## src/rtl/axil_pkg.sv

```systemverilog
// Shared definitions for the AXI4-Lite command initiator: FSM states,
// AXI response encodings and the fixed protection attribute.
package axil_pkg;

  typedef enum logic [2:0] {
    S_IDLE,
    S_WR,
    S_WR_B,
    S_RD_AR,
    S_RD_R
  } axil_state_e;

  localparam logic [1:0] RESP_OKAY   = 2'b00;
  localparam logic [1:0] RESP_EXOKAY = 2'b01;
  localparam logic [1:0] RESP_SLVERR = 2'b10;
  localparam logic [1:0] RESP_DECERR = 2'b11;

  localparam logic [2:0] PROT_DEFAULT = 3'b000;

endpackage

```

## src/rtl/axil_master_cmd.sv

```systemverilog
// AXI4-Lite initiator: converts one local command into a single AXI4-Lite
// write or read, one transaction in flight, completion returned as a pulse.
module axil_master_cmd
  import axil_pkg::*;
#(
  parameter int C_M_AXI_ADDR_WIDTH = 4,
  parameter int C_M_AXI_DATA_WIDTH = 32
) (
  input  logic                            M_AXI_ACLK,
  input  logic                            M_AXI_ARESET,
  input  logic                            cmd_valid,
  output logic                            cmd_ready,
  input  logic                            cmd_write,
  input  logic [C_M_AXI_ADDR_WIDTH-1:0]   cmd_addr,
  input  logic [C_M_AXI_DATA_WIDTH-1:0]   cmd_wdata,
  input  logic [C_M_AXI_DATA_WIDTH/8-1:0] cmd_wstrb,
  output logic                            rsp_valid,
  output logic [C_M_AXI_DATA_WIDTH-1:0]   rsp_rdata,
  output logic [1:0]                      rsp_resp,
  output logic [C_M_AXI_ADDR_WIDTH-1:0]   M_AXI_AWADDR,
  output logic [2:0]                      M_AXI_AWPROT,
  output logic                            M_AXI_AWVALID,
  input  logic                            M_AXI_AWREADY,
  output logic [C_M_AXI_DATA_WIDTH-1:0]   M_AXI_WDATA,
  output logic [C_M_AXI_DATA_WIDTH/8-1:0] M_AXI_WSTRB,
  output logic                            M_AXI_WVALID,
  input  logic                            M_AXI_WREADY,
  input  logic [1:0]                      M_AXI_BRESP,
  input  logic                            M_AXI_BVALID,
  output logic                            M_AXI_BREADY,
  output logic [C_M_AXI_ADDR_WIDTH-1:0]   M_AXI_ARADDR,
  output logic [2:0]                      M_AXI_ARPROT,
  output logic                            M_AXI_ARVALID,
  input  logic                            M_AXI_ARREADY,
  input  logic [C_M_AXI_DATA_WIDTH-1:0]   M_AXI_RDATA,
  input  logic [1:0]                      M_AXI_RRESP,
  input  logic                            M_AXI_RVALID,
  output logic                            M_AXI_RREADY
);

  localparam int STRB_W = C_M_AXI_DATA_WIDTH / 8;

  axil_state_e                   r_state, w_state_nxt;
  logic                          r_cmd_ready, w_cmd_ready_nxt;
  logic                          r_awvalid, w_awvalid_nxt;
  logic                          r_wvalid, w_wvalid_nxt;
  logic                          r_arvalid, w_arvalid_nxt;
  logic                          r_bready, w_bready_nxt;
  logic                          r_rready, w_rready_nxt;
  logic                          r_rsp_valid, w_rsp_valid_nxt;
  logic [C_M_AXI_ADDR_WIDTH-1:0] r_addr, w_addr_nxt;
  logic [C_M_AXI_DATA_WIDTH-1:0] r_wdata, w_wdata_nxt;
  logic [STRB_W-1:0]             r_wstrb, w_wstrb_nxt;
  logic [C_M_AXI_DATA_WIDTH-1:0] r_rsp_rdata, w_rsp_rdata_nxt;
  logic [1:0]                    r_rsp_resp, w_rsp_resp_nxt;
  logic                          w_accept;

  assign w_accept = cmd_valid && r_cmd_ready;

  always_comb begin
    w_state_nxt     = r_state;
    w_addr_nxt      = r_addr;
    w_wdata_nxt     = r_wdata;
    w_wstrb_nxt     = r_wstrb;
    w_awvalid_nxt   = 1'b0;
    w_wvalid_nxt    = 1'b0;
    w_arvalid_nxt   = 1'b0;
    w_rsp_valid_nxt = 1'b0;
    w_rsp_rdata_nxt = r_rsp_rdata;
    w_rsp_resp_nxt  = r_rsp_resp;

    case (r_state)
      S_IDLE: begin
        if (w_accept) begin
          w_addr_nxt  = cmd_addr;
          w_wdata_nxt = cmd_wdata;
          w_wstrb_nxt = cmd_wstrb;
          if (cmd_write) begin
            w_state_nxt   = S_WR;
            w_awvalid_nxt = 1'b1;
            w_wvalid_nxt  = 1'b1;
          end else begin
            w_state_nxt   = S_RD_AR;
            w_arvalid_nxt = 1'b1;
          end
        end
      end
      // AW and W retire independently; B phase starts once both are done
      S_WR: begin
        w_awvalid_nxt = r_awvalid && !M_AXI_AWREADY;
        w_wvalid_nxt  = r_wvalid && !M_AXI_WREADY;
        if (!w_awvalid_nxt && !w_wvalid_nxt) begin
          w_state_nxt = S_WR_B;
        end
      end
      S_WR_B: begin
        if (M_AXI_BVALID) begin
          w_state_nxt     = S_IDLE;
          w_rsp_valid_nxt = 1'b1;
          w_rsp_rdata_nxt = '0;
          w_rsp_resp_nxt  = M_AXI_BRESP;
        end
      end
      S_RD_AR: begin
        w_arvalid_nxt = !M_AXI_ARREADY;
        if (M_AXI_ARREADY) begin
          w_state_nxt = S_RD_R;
        end
      end
      S_RD_R: begin
        if (M_AXI_RVALID) begin
          w_state_nxt     = S_IDLE;
          w_rsp_valid_nxt = 1'b1;
          w_rsp_rdata_nxt = M_AXI_RDATA;
          w_rsp_resp_nxt  = M_AXI_RRESP;
        end
      end
      default: w_state_nxt = S_IDLE;
    endcase

    w_bready_nxt    = (w_state_nxt == S_WR_B);
    w_rready_nxt    = (w_state_nxt == S_RD_R);
    // Held low for the completion cycle so it returns one cycle after rsp_valid
    w_cmd_ready_nxt = (w_state_nxt == S_IDLE) && (r_state == S_IDLE);
  end

  always_ff @(posedge M_AXI_ACLK) begin
    if (M_AXI_ARESET) begin
      r_state     <= S_IDLE;
      r_cmd_ready <= 1'b1;
      r_awvalid   <= 1'b0;
      r_wvalid    <= 1'b0;
      r_arvalid   <= 1'b0;
      r_bready    <= 1'b0;
      r_rready    <= 1'b0;
      r_rsp_valid <= 1'b0;
      r_addr      <= '0;
      r_wdata     <= '0;
      r_wstrb     <= '0;
      r_rsp_rdata <= '0;
      r_rsp_resp  <= RESP_OKAY;
    end else begin
      r_state     <= w_state_nxt;
      r_cmd_ready <= w_cmd_ready_nxt;
      r_awvalid   <= w_awvalid_nxt;
      r_wvalid    <= w_wvalid_nxt;
      r_arvalid   <= w_arvalid_nxt;
      r_bready    <= w_bready_nxt;
      r_rready    <= w_rready_nxt;
      r_rsp_valid <= w_rsp_valid_nxt;
      r_addr      <= w_addr_nxt;
      r_wdata     <= w_wdata_nxt;
      r_wstrb     <= w_wstrb_nxt;
      r_rsp_rdata <= w_rsp_rdata_nxt;
      r_rsp_resp  <= w_rsp_resp_nxt;
    end
  end

  assign cmd_ready     = r_cmd_ready;
  assign rsp_valid     = r_rsp_valid;
  assign rsp_rdata     = r_rsp_rdata;
  assign rsp_resp      = r_rsp_resp;
  assign M_AXI_AWADDR  = r_addr;
  assign M_AXI_AWPROT  = PROT_DEFAULT;
  assign M_AXI_AWVALID = r_awvalid;
  assign M_AXI_WDATA   = r_wdata;
  assign M_AXI_WSTRB   = r_wstrb;
  assign M_AXI_WVALID  = r_wvalid;
  assign M_AXI_BREADY  = r_bready;
  assign M_AXI_ARADDR  = r_addr;
  assign M_AXI_ARPROT  = PROT_DEFAULT;
  assign M_AXI_ARVALID = r_arvalid;
  assign M_AXI_RREADY  = r_rready;

endmodule

```

## config.mk

```make
export PLATFORM = sky130hd
export DESIGN_NAME = axil_master_cmd
export DESIGN_NICKNAME = d
export VERILOG_FILES = /design/src/rtl/axil_pkg.sv /design/src/rtl/axil_master_cmd.sv
export SDC_FILE = /design/constraint.sdc
export NUM_CORES = 1
export LEC_CHECK = 0
export ABC_AREA = 1
export CAP_MARGIN = 20
export CORE_UTILIZATION = 36
export CTS_BUF_LIST = sky130_fd_sc_hd__clkbuf_8
export DETAILED_ROUTE_END_ITERATION = 6
export PLACE_DENSITY = 0.87
export SYNTH_ARGS = -nofsm -noshare
export SYNTH_HDL_FRONTEND = slang
export SYNTH_SLANG_ARGS = --single-unit
```

## constraint.sdc

```tcl
create_clock -name M_AXI_ACLK -period 1.29 [get_ports M_AXI_ACLK]
set_input_delay 0.1935 -clock M_AXI_ACLK [delete_from_list [all_inputs] [get_ports M_AXI_ACLK]]
set_output_delay 0.1935 -clock M_AXI_ACLK [all_outputs]
set_load 0.01 [all_outputs]
```

==> summary.txt <==
Power
  • Maximum vdd drop: 0.0006544 V
  • Cell area power density: 1195 nW/µm²
  • Total Power: 6.233 mW
  • P_leak: 2.366 nW

Clocking
  • Root Buffer: clkbuf_8
  • Clk buf depth: 2
  • TritonCTS Buffers: 9
  • H-tree levels: 3
  • Clock-pin transition on the worst setup and hold timing paths: 0.08 ns
  • CTS tree: yes
  • Clk_lat worst skew: 0.34 ns
  • Clock Sinks: 84

Route
  • Top sig layer: met4
  • Met2 Routed Length: 4257 µm
  • DR WL met3: roughly 1100 µm
  • Final ANT Viol Nets: 0
  • Wire length on met1: 3467 µm
  • Drt total wl: 8900 µm
  • DRT Pass-1 Iters: 4
  • Vias: ~3300
  • DRC viols: 0
  • DR iter-0 viols: 95
  • Drt wl/cell: 12.95 µm
  • Vias per inst: 4.770

Finish
  • Final core utilization: 0.6251
  • Nets@finish: around 660
  • Share of cells above drive strength 1: 0.09278
  • Layout Area Growth over Synthesis: 66.02%
  • Finished Cell Area: 5214 µm²
  • N_diodes: 0

Synth
  • Top post-synthesis cells by count: 132 x nand2_1, 84 x dfxtp_1, 43 x a21oi_1
  • Cells after synthesis: a little over 400
  • Top cells by area, synth: dfxtp_1 54%, nand2_1 16%, a21oi_1 6.9%, nand3_1 6.1%, o21ai_1 4.6%
  • Sequential element share of the synthesized area: 0.5355
  • Post-synthesis cell type count: 21
  • Number of flops mapped to enable cells by yosys: 0
  • Syn Area/Cell: 7.697 µm²
  • Top FF cell, synth: dfxtp_1
  • Most common cell in the netlist: nand2_1
  • Yosys top cell area share: 0.5355
  • Area leader, netlist: dfxtp_1
  • Synthesized cell area: 3141 µm²
  • Post-synth ARST share: 0
  • Seq cells post-synth: 84
  • Yosys warns: 0

Worst setup path
  • Stages on the worst setup path: 6
  • Critical Path AT: between 1.5 and 2 ns
  • Worst Setup SP: r_state[0]
  • Crit start category: flip-flop
  • R2R setup slack: -0.06 ns
  • WP data required: about 1.6 ns
  • Worst Reg-to-Reg Cells: 6
  • Setup crit end: rsp_rdata[20]
  • Worst R2R End: rsp_rdata[20]
  • Critical path class: reg -> reg
  • Biggest cell delay along the critical path: 0.35 ns
  • Crit Path Max Fanout: 32
  • FF-to-FF Start: r_state[0]
  • CP endpoint kind: flip-flop
  • Crit path cell chain: nor2_4 > nand2_4 > o21ai_4 > buf_6 > nand2_8 > o21ai_1
  • Crit path buffers/inverters: 1
  • Slowest CP cell: dfxtp_2
  • Delay-heaviest family, CP: compound AO/OA/AOI/OAI gates

Floorplanning
  • # IOs: 176
  • Core region area: 8341 µm²
  • Row count: 33
  • Die ar.: 9101 µm²
  • Die H: 95.40 µm
  • Initial core utilization: 0.3765
  • Chip Width: 95.40 µm

Timing
  • Final Hold Viols: 0
  • RSZ-0062 raised after global routing: yes
  • Final count of negative-setup-slack endpoints: 30
  • Clock skew: 0.01355 ns
  • Max-slew violation count: 0
  • Post-route clock period utilization: 1.044
  • Fin crit period: 1.347 ns
  • Setup TNS: -0.3876 ns
  • Max Freq: approximately 740 MHz
  • Final worst slack: -0.05706 ns

Global routing
  • First-pass GRT wire length: 14010 µm
  • GRT overflow: 0
  • Number of global-route vias before repair: about 3100
  • Gr usage total: 0.1989
  • Initial antenna violation count: 0
  • Largest net degree at the start of global routing: 47

Status
  • Outcome: finished, violations left
  • Failing checks: setup timing

Place
  • Post-DP Area: 4950 µm²
  • Port-buffer cells: approximately 170
  • Dpl ws: -0.2787 ns
  • Placed wire-length estimate: 6280 µm
  • Routability cong.: between 0.7 and 0.8

Min path
  • Hold Path Class: in -> reg

Run
  • Max-cap violations: 0
-- report_power, final --
group / total, mW / internal [mW] / switching (mW)
registers: 2.85 / 2.76 / 0.0870
clock network: 2.07 / 1.14 / 0.926
logic: 1.32 / 0.673 / 0.644
-- routing by layer --
| layer | vias to the layer above | track usage |
|---|---|---|
| met5 | - | 0 |
| met4 | 0 | 0.07836 |
| met3 | 10 | 0.08054 |
| met2 | 147 | 0.3560 |
| met1 | 1482 | 0.2063 |
| li1 | 1638 | - |
-- flip-flops by register name, indices dropped and copies added (netlist names) --
signal         flops
cmd_ready          1
M_AXI_AWVALID      1
rsp_valid          1
M_AXI_WSTRB        4
M_AXI_WDATA       32
M_AXI_WVALID       1
M_AXI_ARADDR       4
rsp_resp           2
r_state            3
M_AXI_BREADY       1
M_AXI_RREADY       1
rsp_rdata         32
M_AXI_ARVALID      1
-- worst reg2reg max path, delay by kind of cell (launching register included) --
family          cells  cell delay (ns)
buf+inv             1             0.15
flops               1             0.35
simple gates        3             0.36
compound gates      2             0.42
-- metrics by stage --
| step | cells | hold slack (ns) |
|---|---|---|
| after floorplan | 413 | 0.3337 |
| after global placement | 667 | 0.4510 |
| after detailed placement | 667 | 0.4581 |
| after CTS | 687 | 0.1805 |
| after global routing | 687 | 0.1995 |
| final | 687 | 0.2079 |
-- placed cells by master, fill, tap and decap left out --
cell type / count
clkdlybuf4s50_1: 83
clkbuf_8: 10
o31ai_1: 1
a21oi_1: 43
o21ai_2: 2
buf_4: 10
nand3_1: 36
o21ai_1: 30
buf_16: 2
conb_1: 6
nor2_2: 2
clkinv_1: 1
dlygate4sd2_1: 85
bufinv_16: 2
nand2_8: 1
nor2_1: 11
nand3_2: 3
dfxtp_1: 81
o21ai_4: 1
nand2_1: 131
clkinvlp_4: 2
buf_6: 2
buf_12: 5
buf_2: 1
nand2_4: 2
inv_2: 3
dfxtp_2: 2
o21ai_0: 4
inv_4: 1
inv_1: 16
inv_6: 1
nor2_4: 1
dfxtp_4: 1
-- cell families after synthesis --
group | share of synthesized area
AO/OA/AOI/OAI | 0.1335
other | 0.001194
buffers and inverters | 0.08446
AND/OR/NAND/NOR | 0.2454
flip-flops | 0.5355
-- repair_timing --
action                     in CTS  in global routing
setup endpoints to repair     159                 78
resized for setup              97                 14
cloned                          2                  0
pin swaps                       0                  3
setup buffers                   2                  0
hold buffers                    0                  0
-- cell type report --
type	count	area (µm²)
fill	741	3127
sequential	84	1688
clock inverter	6	87.58
multi-input combinational	274	1259
inverter	20	77.57
timing repair buffer	188	1833
clock buffer	10	137.6
tap	105	131.4
-- worst min-delay path by stage --
| stage | start | to | slack [ns] | cells after the start |
|---|---|---|---|---|
| detailed placement | M_AXI_WDATA[8] | M_AXI_WDATA[8] | 0.46 | 2 |
| global route | M_AXI_ARESET | cmd_ready | 0.20 | 3 |
| floorplan | M_AXI_RDATA[0] | rsp_rdata[0] | 0.33 | 2 |
| global placement | M_AXI_WDATA[20] | M_AXI_WDATA[20] | 0.45 | 2 |
| finish | M_AXI_ARESET | cmd_ready | 0.21 | 3 |
| CTS | M_AXI_ARESET | cmd_ready | 0.18 | 3 |
No activity file was read; power rests on OpenSTA's default activity.
